==> src/rtl/avalon_led_pwm_pkg.sv <==
// Shared register map and read-FSM state encoding for the Avalon LED PWM block.
package avalon_led_pwm_pkg;

    localparam int ADDR_CTRL         = 0;
    localparam int ADDR_LED_ON       = 1;
    localparam int ADDR_BLINK_MASK   = 2;
    localparam int ADDR_BLINK_PERIOD = 3;
    localparam int ADDR_DUTY_BASE    = 4;

    typedef logic [0:0] rd_state_t;
    localparam rd_state_t RD_IDLE = 1'b0;
    localparam rd_state_t RD_RESP = 1'b1;

endpackage

==> src/rtl/led_pwm_chan.sv <==
// One PWM channel: active while the shared counter is below duty; all-ones duty is solid on.
module led_pwm_chan #(
    parameter int PWM_BITS = 8
) (
    input  logic [PWM_BITS-1:0] i_cnt,
    input  logic [PWM_BITS-1:0] i_duty,
    output logic                o_active
);
    // The plain compare can never reach 100%, so all-ones is forced on.
    assign o_active = (&i_duty) | (i_cnt < i_duty);
endmodule

==> src/rtl/avalon_led_pwm.sv <==
// Avalon-MM LED PWM controller with per-channel duty and optional blink gating.
// Blink counter, BLINK_MASK and BLINK_PERIOD exist only when AVALON_LED_PWM_BLINK_EN is defined.
module avalon_led_pwm
    import avalon_led_pwm_pkg::*;
#(
    parameter int NUM_LEDS = 8,
    parameter int PWM_BITS = 8,
    parameter int ADDR_W   = 6
) (
    input  logic                clock_clk,
    input  logic                reset_reset,
    input  logic [ADDR_W-1:0]   avs_s0_address,
    input  logic                avs_s0_read,
    output logic [31:0]         avs_s0_readdata,
    input  logic                avs_s0_write,
    input  logic [31:0]         avs_s0_writedata,
    output logic                avs_s0_waitrequest,
    output logic [NUM_LEDS-1:0] leds
);

    logic [31:0]                        w_addr;
    logic                               w_wr_ctrl;
    logic                               w_wr_on;
    logic [NUM_LEDS-1:0]                w_wr_duty;
    logic [NUM_LEDS-1:0]                w_active;
    logic [NUM_LEDS-1:0]                w_blink_gate;
    logic [31:0]                        w_rdata;
    logic                               w_unused_wdata;

    logic                               r_en;
    logic [NUM_LEDS-1:0]                r_led_on;
    logic [NUM_LEDS-1:0][PWM_BITS-1:0]  r_duty;
    logic [PWM_BITS-1:0]                r_pwm_cnt;
    logic [NUM_LEDS-1:0]                r_leds;
    rd_state_t                          r_state;
    logic [31:0]                        r_readdata;

    assign w_addr         = 32'(avs_s0_address);
    assign w_wr_ctrl      = avs_s0_write && (w_addr == 32'(ADDR_CTRL));
    assign w_wr_on        = avs_s0_write && (w_addr == 32'(ADDR_LED_ON));
    assign w_unused_wdata = &{1'b0, avs_s0_writedata};

    always_comb begin
        w_wr_duty = '0;
        for (int i = 0; i < NUM_LEDS; i++)
            w_wr_duty[i] = avs_s0_write && (w_addr == 32'(ADDR_DUTY_BASE + i));
    end

    always_ff @(posedge clock_clk) begin
        if (reset_reset) begin
            r_en      <= 1'b0;
            r_led_on  <= '0;
            r_duty    <= '0;
            r_pwm_cnt <= '0;
        end else begin
            r_pwm_cnt <= r_pwm_cnt + PWM_BITS'(1);
            if (w_wr_ctrl) r_en     <= avs_s0_writedata[0];
            if (w_wr_on)   r_led_on <= avs_s0_writedata[NUM_LEDS-1:0];
            for (int i = 0; i < NUM_LEDS; i++)
                if (w_wr_duty[i]) r_duty[i] <= avs_s0_writedata[PWM_BITS-1:0];
        end
    end

`ifdef AVALON_LED_PWM_BLINK_EN
    logic [NUM_LEDS-1:0] r_blink_mask;
    logic [31:0]         r_blink_period;
    logic [31:0]         r_blink_cnt;
    logic                r_blink_phase;

    // A period write restarts the blink cycle in the lit phase.
    always_ff @(posedge clock_clk) begin
        if (reset_reset) begin
            r_blink_mask   <= '0;
            r_blink_period <= '0;
            r_blink_cnt    <= '0;
            r_blink_phase  <= 1'b1;
        end else begin
            if (avs_s0_write && (w_addr == 32'(ADDR_BLINK_MASK)))
                r_blink_mask <= avs_s0_writedata[NUM_LEDS-1:0];
            if (avs_s0_write && (w_addr == 32'(ADDR_BLINK_PERIOD))) begin
                r_blink_period <= avs_s0_writedata;
                r_blink_cnt    <= '0;
                r_blink_phase  <= 1'b1;
            end else if (r_blink_period == '0) begin
                r_blink_cnt    <= '0;
                r_blink_phase  <= 1'b1;
            end else if (r_blink_cnt == r_blink_period) begin
                r_blink_cnt    <= '0;
                r_blink_phase  <= ~r_blink_phase;
            end else begin
                r_blink_cnt    <= r_blink_cnt + 32'd1;
            end
        end
    end

    assign w_blink_gate = {NUM_LEDS{r_blink_phase}} | ~r_blink_mask;
`else
    assign w_blink_gate = '1;
`endif

    for (genvar g = 0; g < NUM_LEDS; g++) begin : g_chan
        led_pwm_chan #(.PWM_BITS(PWM_BITS)) u_chan (
            .i_cnt    (r_pwm_cnt),
            .i_duty   (r_duty[g]),
            .o_active (w_active[g])
        );
    end

    always_ff @(posedge clock_clk) begin
        if (reset_reset) r_leds <= '0;
        else             r_leds <= {NUM_LEDS{r_en}} & r_led_on & w_active & w_blink_gate;
    end
    assign leds = r_leds;

    always_comb begin
        w_rdata = '0;
        if (w_addr == 32'(ADDR_CTRL))
            w_rdata[0] = r_en;
        else if (w_addr == 32'(ADDR_LED_ON))
            w_rdata[NUM_LEDS-1:0] = r_led_on;
`ifdef AVALON_LED_PWM_BLINK_EN
        else if (w_addr == 32'(ADDR_BLINK_MASK))
            w_rdata[NUM_LEDS-1:0] = r_blink_mask;
        else if (w_addr == 32'(ADDR_BLINK_PERIOD))
            w_rdata = r_blink_period;
`endif
        for (int i = 0; i < NUM_LEDS; i++)
            if (w_addr == 32'(ADDR_DUTY_BASE + i)) w_rdata[PWM_BITS-1:0] = r_duty[i];
    end

    // Each read stalls exactly one cycle; a colliding write wins and the read returns 0.
    assign avs_s0_waitrequest = (r_state == RD_IDLE) && avs_s0_read;
    assign avs_s0_readdata    = r_readdata;

    always_ff @(posedge clock_clk) begin
        if (reset_reset) begin
            r_state    <= RD_IDLE;
            r_readdata <= '0;
        end else begin
            case (r_state)
                RD_IDLE: if (avs_s0_read) begin
                    r_readdata <= avs_s0_write ? 32'd0 : w_rdata;
                    r_state    <= RD_RESP;
                end
                RD_RESP: r_state <= RD_IDLE;
                default: r_state <= RD_IDLE;
            endcase
        end
    end

endmodule
==> config.mk <==
export PLATFORM = sky130hd
export DESIGN_NAME = avalon_led_pwm
export DESIGN_NICKNAME = d
export VERILOG_FILES = /design/src/rtl/avalon_led_pwm_pkg.sv /design/src/rtl/led_pwm_chan.sv /design/src/rtl/avalon_led_pwm.sv
export SDC_FILE = /design/constraint.sdc
export NUM_CORES = 1
export LEC_CHECK = 0
export BUFFER_PORTS_ARGS = -buffer_cell sky130_fd_sc_hd__buf_4
export CAP_MARGIN = 20
export CORE_UTILIZATION = 60
export CTS_BUF_LIST = sky130_fd_sc_hd__clkbuf_4
export CTS_CLUSTER_DIAMETER = 200
export DETAILED_ROUTE_END_ITERATION = 12
export PLACE_DENSITY_LB_ADDON = 0.2
export SYNTH_ARGS = -nofsm -noshare
export SYNTH_HDL_FRONTEND = slang
export SYNTH_SLANG_ARGS = --single-unit
==> constraint.sdc <==
create_clock -name clock_clk -period 1.7 [get_ports clock_clk]
set_input_delay 0.085 -clock clock_clk [delete_from_list [all_inputs] [get_ports clock_clk]]
set_output_delay 0.085 -clock clock_clk [all_outputs]
set_load 0.02 [all_outputs]
==> impl_metrics.csv, run 1 <==
group,metric,value,unit
floorplan,die_w,102,um
synthesis,synth_cell_type_count,56,
layout,insertedDiodeCount,0,
global_route,grt_pass1_vias,4856,
sta,setup_violations,0,
synthesis,synthArstFlopShare,0,%
route,vias,5336,
cts,clk_latency,0.46,ns
global_route,grt_max_degree,36,
cts,clk_pin_slew,0.16,ns
cts,cts.sink_count,98,
power_and_ir_drop,internal_power,2.80,mW
power_and_ir_drop,power.switching,1.17,mW
floorplan,start_util,61.7,%
sta,fmax,633,MHz
cts,cts.htree.levels,3,
power_and_ir_drop,p_leak,2.77,nW
floorplan,pin_count,83,
synthesis,syn_area_per_cell,8.46,um^2
synthesis,yosysWarningCount,0,
layout,final_cell_mix,"dfxtp_1 (95), nand2_1 (72), nor2_1 (69)",
sta,finalCritPeriodShare,92.9,%
power_and_ir_drop,switching_share,29.5,%
floorplan,dieArea,10400,um^2
layout,drive_gt1_share,14.3,%
layout,fin_nets,855,
cts,numCtsBuffers,9,
cts,cts_tree,"yes",
critical_path,arrival,1.97,ns
layout,area_delta_synth_final,9.81,%
place,port_buffers,34,
critical_path,path_max_fanout,12,
global_route,grt_usage,33.7,%
outcome,status,"finished, final reports clean",
route,routed_via_density,5.98,
place,place.gp.congestion,0.934,
synthesis,yosys.area.top_type,"dfxtp_1",
synthesis,synth-seq-cells,98,
hold_path,hold_path.class,"in -> reg",
synthesis,yosysSeqAreaShare,32.7,%
floorplan,core_area,9730,um^2
cts,clockRootBuffer,"clkbuf_4",
route,routedWlPerCell,18.3,um
floorplan,die_y,102,um
layout,final_common_cell,"dfxtp_1",
sta,finalHoldViolCount,0,
synthesis,syn_inst,710,
sta,holdWs,0.0493,ns
power_and_ir_drop,pwr-share-comb,14.1,%
synthesis,synth_top_cell_area_share,32.7,%
sta,setup_tns,0,ns
route,drc_errors,0,
power_and_ir_drop,ir_drop,0.420,mV
synthesis,synthTopCellsByArea,"dfxtp_1 (33%), ha_1 (12%), mux2i_1 (8.7%), a21oi_1 (4.5%), nand2_1 (4.5%)",
run,cap_viol_max_count,0,
route,detail-route-antenna-nets,0,
global_route,grt.overflow.total,0,
critical_path,critPathKind,"reg -> reg",
place,dpl.hpwl,11.9,mm
power_and_ir_drop,clkPwrFrac,27.4,%
sta,clock_skew,0.0159,ns
route,wirelength,16.4,mm
critical_path,endpoint_kind,"register",
synthesis,synth_top_flop_cell,"dfxtp_1",
power_and_ir_drop,p_seq_share,58.5,%
sta,finalMaxSlewViolations,0,
synthesis,synth-edff-count,0,
sta,finalWorstPathRequiredPeriod,1.58,ns
global_route,antenna_found_initial,0,
critical_path,required,2.09,ns
route,drtIter0Drc,430,
route,first_pass_iters,6,
sta,rsz0062_at_grt,"false",
cts,cts_buffer_depth,2,
critical_path,start_kind,"register",
floorplan,num_rows,36,
synthesis,synth_area,6010,um^2
global_route,grt_pass1_wl,25.7,mm
power_and_ir_drop,power.density,602,nW/um^2
## state kept, by name, summed over array words and instances (netlist names)
signal / count
r_led_on: 8
r_pwm_cnt: 8
r_en: 1
leds: 8
avs_s0_readdata: 8
r_duty: 64
r_state: 1
## cells in the mapped netlist, drive strengths merged, types with 2 or more instances
cell type and n:
xor2 4, and3 2, a221oi 6, nor2 69
nand2b 7, inv 57, clkbuf 15, ha 57
nand2 76, a32oi 4, a211oi 2, a22oi 2
nor3b 2, nand3 41, a31oi 8, a21o 8
dfxtp 98, mux4 6, nor3 4, nor2b 12
buf 47, nand4 8, and3b 2, or4 8
o21ai 28, o22ai 2, nor4b 2, xnor2 2
mux2 3, and2 2, mux2i 52, a221o 4
a21oi 54, or3 6
## routing by layer
metal / wire length (um) / GRT usage, % / up-vias
met5: 0 / 0 / -
met4: 501 / 15.3 / 0
met3: 1250 / 4.99 / 49
met2: 7370 / 51.5 / 250
met1: 7260 / 47.0 / 2528
li1: - / - / 2509
## critical path, cell delays in order, from the launching register on
cell	delay, ns
dfxtp_2	0.36
buf_12	0.15
ha_1	0.31
a21oi_1	0.16
o21ai_0	0.10
a21oi_1	0.15
o21ai_0	0.09
a31oi_1	0.18
## layout make-up
cell class                 instances  area [um^2]
clock buffer                       9         67.6
clock inverter                     6         33.8
fill                             842         3130
inverter                          57          214
multi-input combinational        516         3540
sequential                        98         1970
tap                              133          166
timing repair buffer              74          606
## repair_timing
action                                  4_1_cts  5_1_grt
endpoints found under the setup margin        0        3
hold endpoints to repair                     68        0
hold buffers                                 10        0
gates resized for setup                       0        6
buffers inserted                              0        0
## stage by stage
stage	std cells	total power [mW]	area [um^2]	utilization, %	setup WS, ns
after CTS	893	3.97	6580	67.6	0.0272
after detailed placement	868	2.89	6370	65.5	0.0693
after floorplan	733	2.76	6090	-	0.277
final	893	3.97	6600	67.8	0.121
after global placement	868	2.88	6370	65.5	0.127
after global routing	893	4.13	6600	67.8	0.00522
## worst paths after layout
| kind | start | cells past startpoint | endpoint | slack [ns] |
|---|---|---|---|---|
| min reg2reg | r_duty[34] | 2 | r_duty[34] | 0.49 |
| min | avs_s0_read | 4 | r_state | 0.05 |
| max | r_pwm_cnt[2] | 7 | leds[2] | 0.12 |
| max reg2reg | r_pwm_cnt[2] | 7 | leds[2] | 0.12 |
## power groups by stage
stage	Sequential (mW)	Clock [mW]	Combinational, mW
finish	2.32	1.09	0.559
global route	2.33	1.19	0.611
detailed placement	2.37	0	0.521
floorplan	2.38	0	0.382
CTS	2.32	1.11	0.541
global placement	2.37	0	0.502
## kinds of logic (layout without fill, tap and decap cells)
logic type               Yosys count  in the layout  synth area share, %
multiplexers                      61             61                 11.5
XOR/XNOR                           6              6                0.875
AND/OR/NAND/NOR                  245            245                 20.6
other                              1             24               0.0624
buffers and inverters            119            146                 10.1
AO/OA/AOI/OAI                    123            123                 12.4
flip-flops                        98             98                 32.7
adder cells (fa/ha/maj)           57             57                 11.9
Note: power is estimated with default switching activity, not from simulation.
==> inputs of run 2 (changes only) <==
--- a/config.mk
+++ b/config.mk
@@ -11,7 +11,7 @@
 export CTS_BUF_LIST = sky130_fd_sc_hd__clkbuf_4
 export CTS_CLUSTER_DIAMETER = 200
 export DETAILED_ROUTE_END_ITERATION = 12
-export PLACE_DENSITY_LB_ADDON = 0.2
+export PLACE_DENSITY_LB_ADDON = 0.25
 export SYNTH_ARGS = -nofsm -noshare
 export SYNTH_HDL_FRONTEND = slang
 export SYNTH_SLANG_ARGS = --single-unit
==> impl_metrics.csv, run 2 (synthesized netlist as in run 1, its figures left out) <==
group,metric,value,unit
critical_path,r2r_cells,7,
route,drc_errors,0,
sta,worst_slew_pin_slew,0.503,ns
floorplan,die_w,102,um
route,routed_via_density,5.94,
cts,cts_setup_buffers,0,
layout,largest_reg_flops,64,
critical_path,start_kind,"register",
global_route,antenna_found_initial,0,
global_route,grt_max_degree,31,
layout,top_register,"r_duty",
cts,cts.sink_count,98,
sta,clock_skew,0.0173,ns
route,vias,5328,
floorplan,pin_count,83,
layout,final_common_cell,"dfxtp_1",
place,post_dp_cell_area,6380,um^2
place,dp_cells,869,
cts,cts_tree,"yes",
layout,instances_no_fill,897,
layout,area_delta_synth_final,10.6,%
floorplan,core_area,9730,um^2
critical_path,slowest_stage,"dfxtp_1",
floorplan,dieArea,10400,um^2
hold_path,whs_path_depth,4,
route,drtIter0Drc,464,
sta,fmax,630,MHz
floorplan,num_rows,36,
route,detail-route-antenna-nets,0,
critical_path,critPathKind,"reg -> reg",
layout,insertedDiodeCount,0,
global_route,grt_pass1_vias,5010,
cts,numCtsBuffers,9,
critical_path,crit_chain,"buf_12 > ha_1 > a21oi_1 > o21ai_0 > a21oi_1 > o21ai_0 > a31oi_1",
power_and_ir_drop,p_leak,2.80,nW
cts,clk_latency,0.47,ns
route,wirelength,16.7,mm
sta,finalWorstPathRequiredPeriod,1.59,ns
place,port_buffers,34,
sta,finalHoldViolCount,0,
layout,final_cell_area,6640,um^2
critical_path,path_max_fanout,12,
global_route,grt_usage,33.8,%
layout,fin_util,68.3,%
layout,drive_gt1_share,14.1,%
floorplan,start_util,61.7,%
run,cap_viol_max_count,0,
sta,rsz0062_at_grt,"false",
cts,cts_buffer_depth,2,
critical_path,arrival,1.98,ns
hold_path,hold_path.class,"in -> reg",
power_and_ir_drop,power.density,624,nW/um^2
place,place.gp.congestion,0.967,
sta,finalCritPeriodShare,93.4,%
cts,clk_pin_slew,0.16,ns
route,routedWlPerCell,18.6,um
layout,final_cell_mix,"dfxtp_1 (98), nand2_1 (72), nor2_1 (68)",
sta,slew_headroom,66.3,%
critical_path,required,2.10,ns
floorplan,die_y,102,um
place,dpl.hpwl,12.0,mm
layout,fin_nets,858,
outcome,status,"finished, final reports clean",
global_route,grt_pass1_wl,26.1,mm
cts,cts.htree.levels,3,
sta,setup_violations,0,
power_and_ir_drop,ir_drop,0.419,mV
cts,clockRootBuffer,"clkbuf_4",
sta,finalMaxSlewViolations,0,
route,first_pass_iters,6,
global_route,grt.overflow.total,0,
critical_path,cp_slowest_stage_delay,0.36,ns
critical_path,endpoint_kind,"register",
sta,setup_tns,0,ns
run 2: area by class of cell:
cell class,instances,area (um^2)
Inverter,57,214
Tap cell,133,166
Timing Repair Buffer,77,633
Clock buffer,9,67.6
Sequential cell,98,1960
Multi-Input combinational cell,516,3530
Clock inverter,7,68.8
Fill cell,815,3090
run 2: critical path: cells and delay by family (launching register included):
family | cells | cell delay [ns]
flops | 1 | 0.36
buf+inv | 1 | 0.15
fa+ha+maj | 1 | 0.32
compound gates | 5 | 0.68
run 2: routing by layer:
| metal | vias to the layer above | GRT usage [%] | wire length (um) |
|---|---|---|---|
| met3 | 38 | 3.56 | 1230 |
| li1 | 2508 | - | - |
| met2 | 247 | 53.3 | 7590 |
| met1 | 2535 | 47.3 | 7390 |
| met4 | 0 | 13.7 | 444 |
| met5 | - | 0 | 0 |
run 2: final timing paths:
kind / startpoint / endpoint / slack [ns]
max: r_pwm_cnt[2] / leds[1] / 0.11
min: avs_s0_read / r_state / 0.02
max reg2reg: r_pwm_cnt[2] / leds[1] / 0.11
min reg2reg: r_duty[54] / r_duty[54] / 0.49
run 2: repair_timing:
item	4_1_cts	5_1_grt
resized for setup	0	1
endpoints found under the hold margin	52	0
setup endpoints to repair	0	1
hold buffers	12	0
run 2: report_power, final:
group / switching [mW] / total [mW] / internal [mW]
clock network: 0.825 / 1.27 / 0.447
registers: 0.0137 / 2.33 / 2.31
logic: 0.352 / 0.546 / 0.194
run 2: stage by stage:
stage	setup slack, ns	hold WS, ns	total power, mW
floorplan	0.277	0.285	2.76
global placement	0.137	0.324	2.87
detailed placement	0.125	0.323	2.89
CTS	0.104	0.00522	4.14
global route	0.00438	0.0375	4.29
finish	0.112	0.0201	4.14
==> inputs of run 3 (changes only) <==
--- a/config.mk
+++ b/config.mk
@@ -5,6 +5,7 @@
 export SDC_FILE = /design/constraint.sdc
 export NUM_CORES = 1
 export LEC_CHECK = 0
+export ABC_AREA = 1
 export BUFFER_PORTS_ARGS = -buffer_cell sky130_fd_sc_hd__buf_4
 export CAP_MARGIN = 20
 export CORE_UTILIZATION = 60
==> impl_metrics.csv, run 3 <==
group,metric,value,unit
hold_path,hold_path.class,"in -> reg",
sta,finalMaxSlewViolations,0,
synthesis,synth_commonest_cells,"a21oi_1 (116), nand2_1 (103), inv_1 (102)",
critical_path,critPathKind,"reg -> reg",
synthesis,synth-seq-cells,98,
cts,cts.htree.levels,3,
place,port_buffers,34,
cts,numCtsBuffers,9,
sta,finalHoldViolCount,0,
synthesis,synth_area,5690,um^2
sta,finalWorstPathRequiredPeriod,1.60,ns
global_route,grt_max_degree,77,
floorplan,dieArea,9870,um^2
synthesis,synth_top_cell_area_share,34.5,%
critical_path,path_max_fanout,10,
synthesis,synth-edff-count,0,
route,first_pass_iters,5,
critical_path,critPathLaunch,"r_pwm_cnt[1]",
layout,area_delta_synth_final,9.17,%
route,routedWlPerCell,17.1,um
critical_path,arrival,1.98,ns
route,detail-route-antenna-nets,0,
global_route,grt_pass1_vias,4885,
synthesis,synthTopCellsByArea,"dfxtp_1 (34%), ha_1 (13%), a21oi_1 (10%), o21ai_0 (7.6%), nand2_1 (6.8%)",
synthesis,syn_inst,762,
cts,clk_pin_slew,0.16,ns
global_route,grt_pass1_wl,24.6,mm
critical_path,endpoint_kind,"register",
layout,final_cell_area,6210,um^2
cts,cts_buffer_depth,2,
route,wirelength,15.7,mm
layout,insertedDiodeCount,0,
synthesis,synth_top_flop_cell,"dfxtp_1",
synthesis,yosys.area.top_type,"dfxtp_1",
layout,final_common_cell,"a21oi_1",
cts,clk_latency,0.45,ns
power_and_ir_drop,p_leak,2.51,nW
place,post_dp_cell_area,6010,um^2
synthesis,synthArstFlopShare,0,%
route,routed_via_density,5.80,
sta,clock_skew,0.0140,ns
outcome,status,"finished, final reports clean",
place,dpl.hpwl,11.4,mm
route,drc_errors,0,
floorplan,die_w,99.4,um
cts,clockRootBuffer,"clkbuf_4",
global_route,grt.overflow.total,0,
critical_path,crit_end,"leds[6]",
floorplan,die_y,99.4,um
floorplan,pin_count,83,
global_route,grt_usage,32.8,%
synthesis,synth_most_common_cell,"a21oi_1",
cts,cts_tree,"yes",
sta,rsz0062_at_grt,"false",
layout,fin_nets,904,
floorplan,start_util,61.9,%
sta,fmax,627,MHz
cts,cts.sink_count,98,
sta,finalCritPeriodShare,93.9,%
run,cap_viol_max_count,0,
critical_path,r2r_cells,8,
synthesis,synth_cell_type_count,36,
critical_path,r2r_end,"leds[6]",
synthesis,syn_area_per_cell,7.46,um^2
floorplan,num_rows,35,
place,place.gp.congestion,0.983,
layout,largest_reg_flops,64,
synthesis,yosysWarningCount,0,
layout,final_cell_mix,"a21oi_1 (116), inv_1 (102), nand2_1 (101)",
power_and_ir_drop,power.density,664,nW/um^2
route,drtIter0Drc,436,
layout,top_register,"r_duty",
critical_path,ff2ff_setup_slack,0.10,ns
critical_path,timing.rr.start,"r_pwm_cnt[1]",
power_and_ir_drop,p_total,4.12,mW
critical_path,required,2.09,ns
critical_path,start_kind,"register",
floorplan,core_area,9200,um^2
power_and_ir_drop,ir_drop,0.304,mV
global_route,antenna_found_initial,0,
route,vias,5335,
sta,setup_tns,0,ns
sta,setup_violations,0,
synthesis,yosysSeqAreaShare,34.5,%
layout,drive_gt1_share,12.1,%
[run 3: cell types whose count changed in the layout (fill, tap and decap cells not counted), moves of 11 or more]
cell	change
mux2i_1	-52
inv_1	+45
a21oi_1	+62
nand3_1	-33
o21a_1	+11
buf_4	-15
nor2_1	-29
o211ai_1	+11
nor4_1	+15
o21ai_0	+58
nand4_1	+13
nor2b_1	-12
nand2_1	+29
[run 3: repair_timing]
| action | in CTS | in global routing |
|---|---|---|
| hold buffers | 5 | 1 |
| buffers inserted | 0 | 0 |
| hold endpoints to repair | 17 | 2 |
| gates resized for setup | 0 | 3 |
| setup endpoints to repair | 0 | 8 |
[run 3: final cells by class]
| type | count | area [um^2] |
|---|---|---|
| clock inverter | 6 | 68.8 |
| sequential | 98 | 1960 |
| timing repair buffer | 56 | 460 |
| fill | 772 | 2990 |
| inverter | 111 | 418 |
| tap | 111 | 139 |
| clock buffer | 9 | 67.6 |
| multi-input combinational | 529 | 3090 |
[run 3: metrics by stage]
step,hold WS [ns],worst slack (ns),cells,utilization (%)
after floorplan,0.252,0.284,785,-
after global placement,0.414,0.195,899,65.3
after detailed placement,0.421,0.125,899,65.3
after CTS,0.00217,0.0992,919,67.3
after global routing,0.0101,0.0110,920,67.5
final,0.0136,0.104,920,67.5
[run 3: kinds of logic (layout without fill, tap and decap cells)]
logic type	Yosys count	after routing	share of synthesized area (%)
other	1	24	0.0659
AOI/OAI and AO/OA	243	243	22.9
buffers and inverters	158	182	12.7
adders and majority gates	57	57	12.5
and+or+nand+nor	204	204	17.1
DFF	98	98	34.5
xor gates and xnor gates	1	1	0.154
[run 3: worst min path at each step]
stage	start	cells after the start	slack [ns]	end
after floorplan	avs_s0_writedata[1]	2	0.25	r_led_on[1]
after global placement	reset_reset	2	0.41	r_pwm_cnt[0]
after detailed placement	reset_reset	2	0.42	r_pwm_cnt[0]
after CTS	avs_s0_writedata[6]	3	0.002	r_led_on[6]
after global routing	avs_s0_writedata[1]	3	0.01	r_led_on[1]
final	avs_s0_writedata[2]	3	0.01	r_led_on[2]
[run 3: layer usage]
| layer | track usage (%) | up-vias | part of all wire, % |
|---|---|---|---|
| met2 | 54.4 | 230 | 48 |
| met3 | 5.41 | 42 | 7.9 |
| met5 | 0 | - | 0 |
| met4 | 13.5 | 0 | 2.6 |
| met1 | 42.4 | 2441 | 42 |
| li1 | - | 2622 | - |
[run 3: power breakdown]
part,internal [mW],switching (mW)
logic,0.181,0.356
clock network,0.447,0.809
registers,2.32,0.0115
[run 3: worst max-delay path, cell delays in order (launching register included)]
cell      delay [ns]
dfxtp_1         0.34
buf_4           0.24
ha_1            0.27
o21a_1          0.11
o211ai_1        0.15
nand2_1         0.08
nand4_1         0.08
o211ai_1        0.10
a21oi_1         0.15
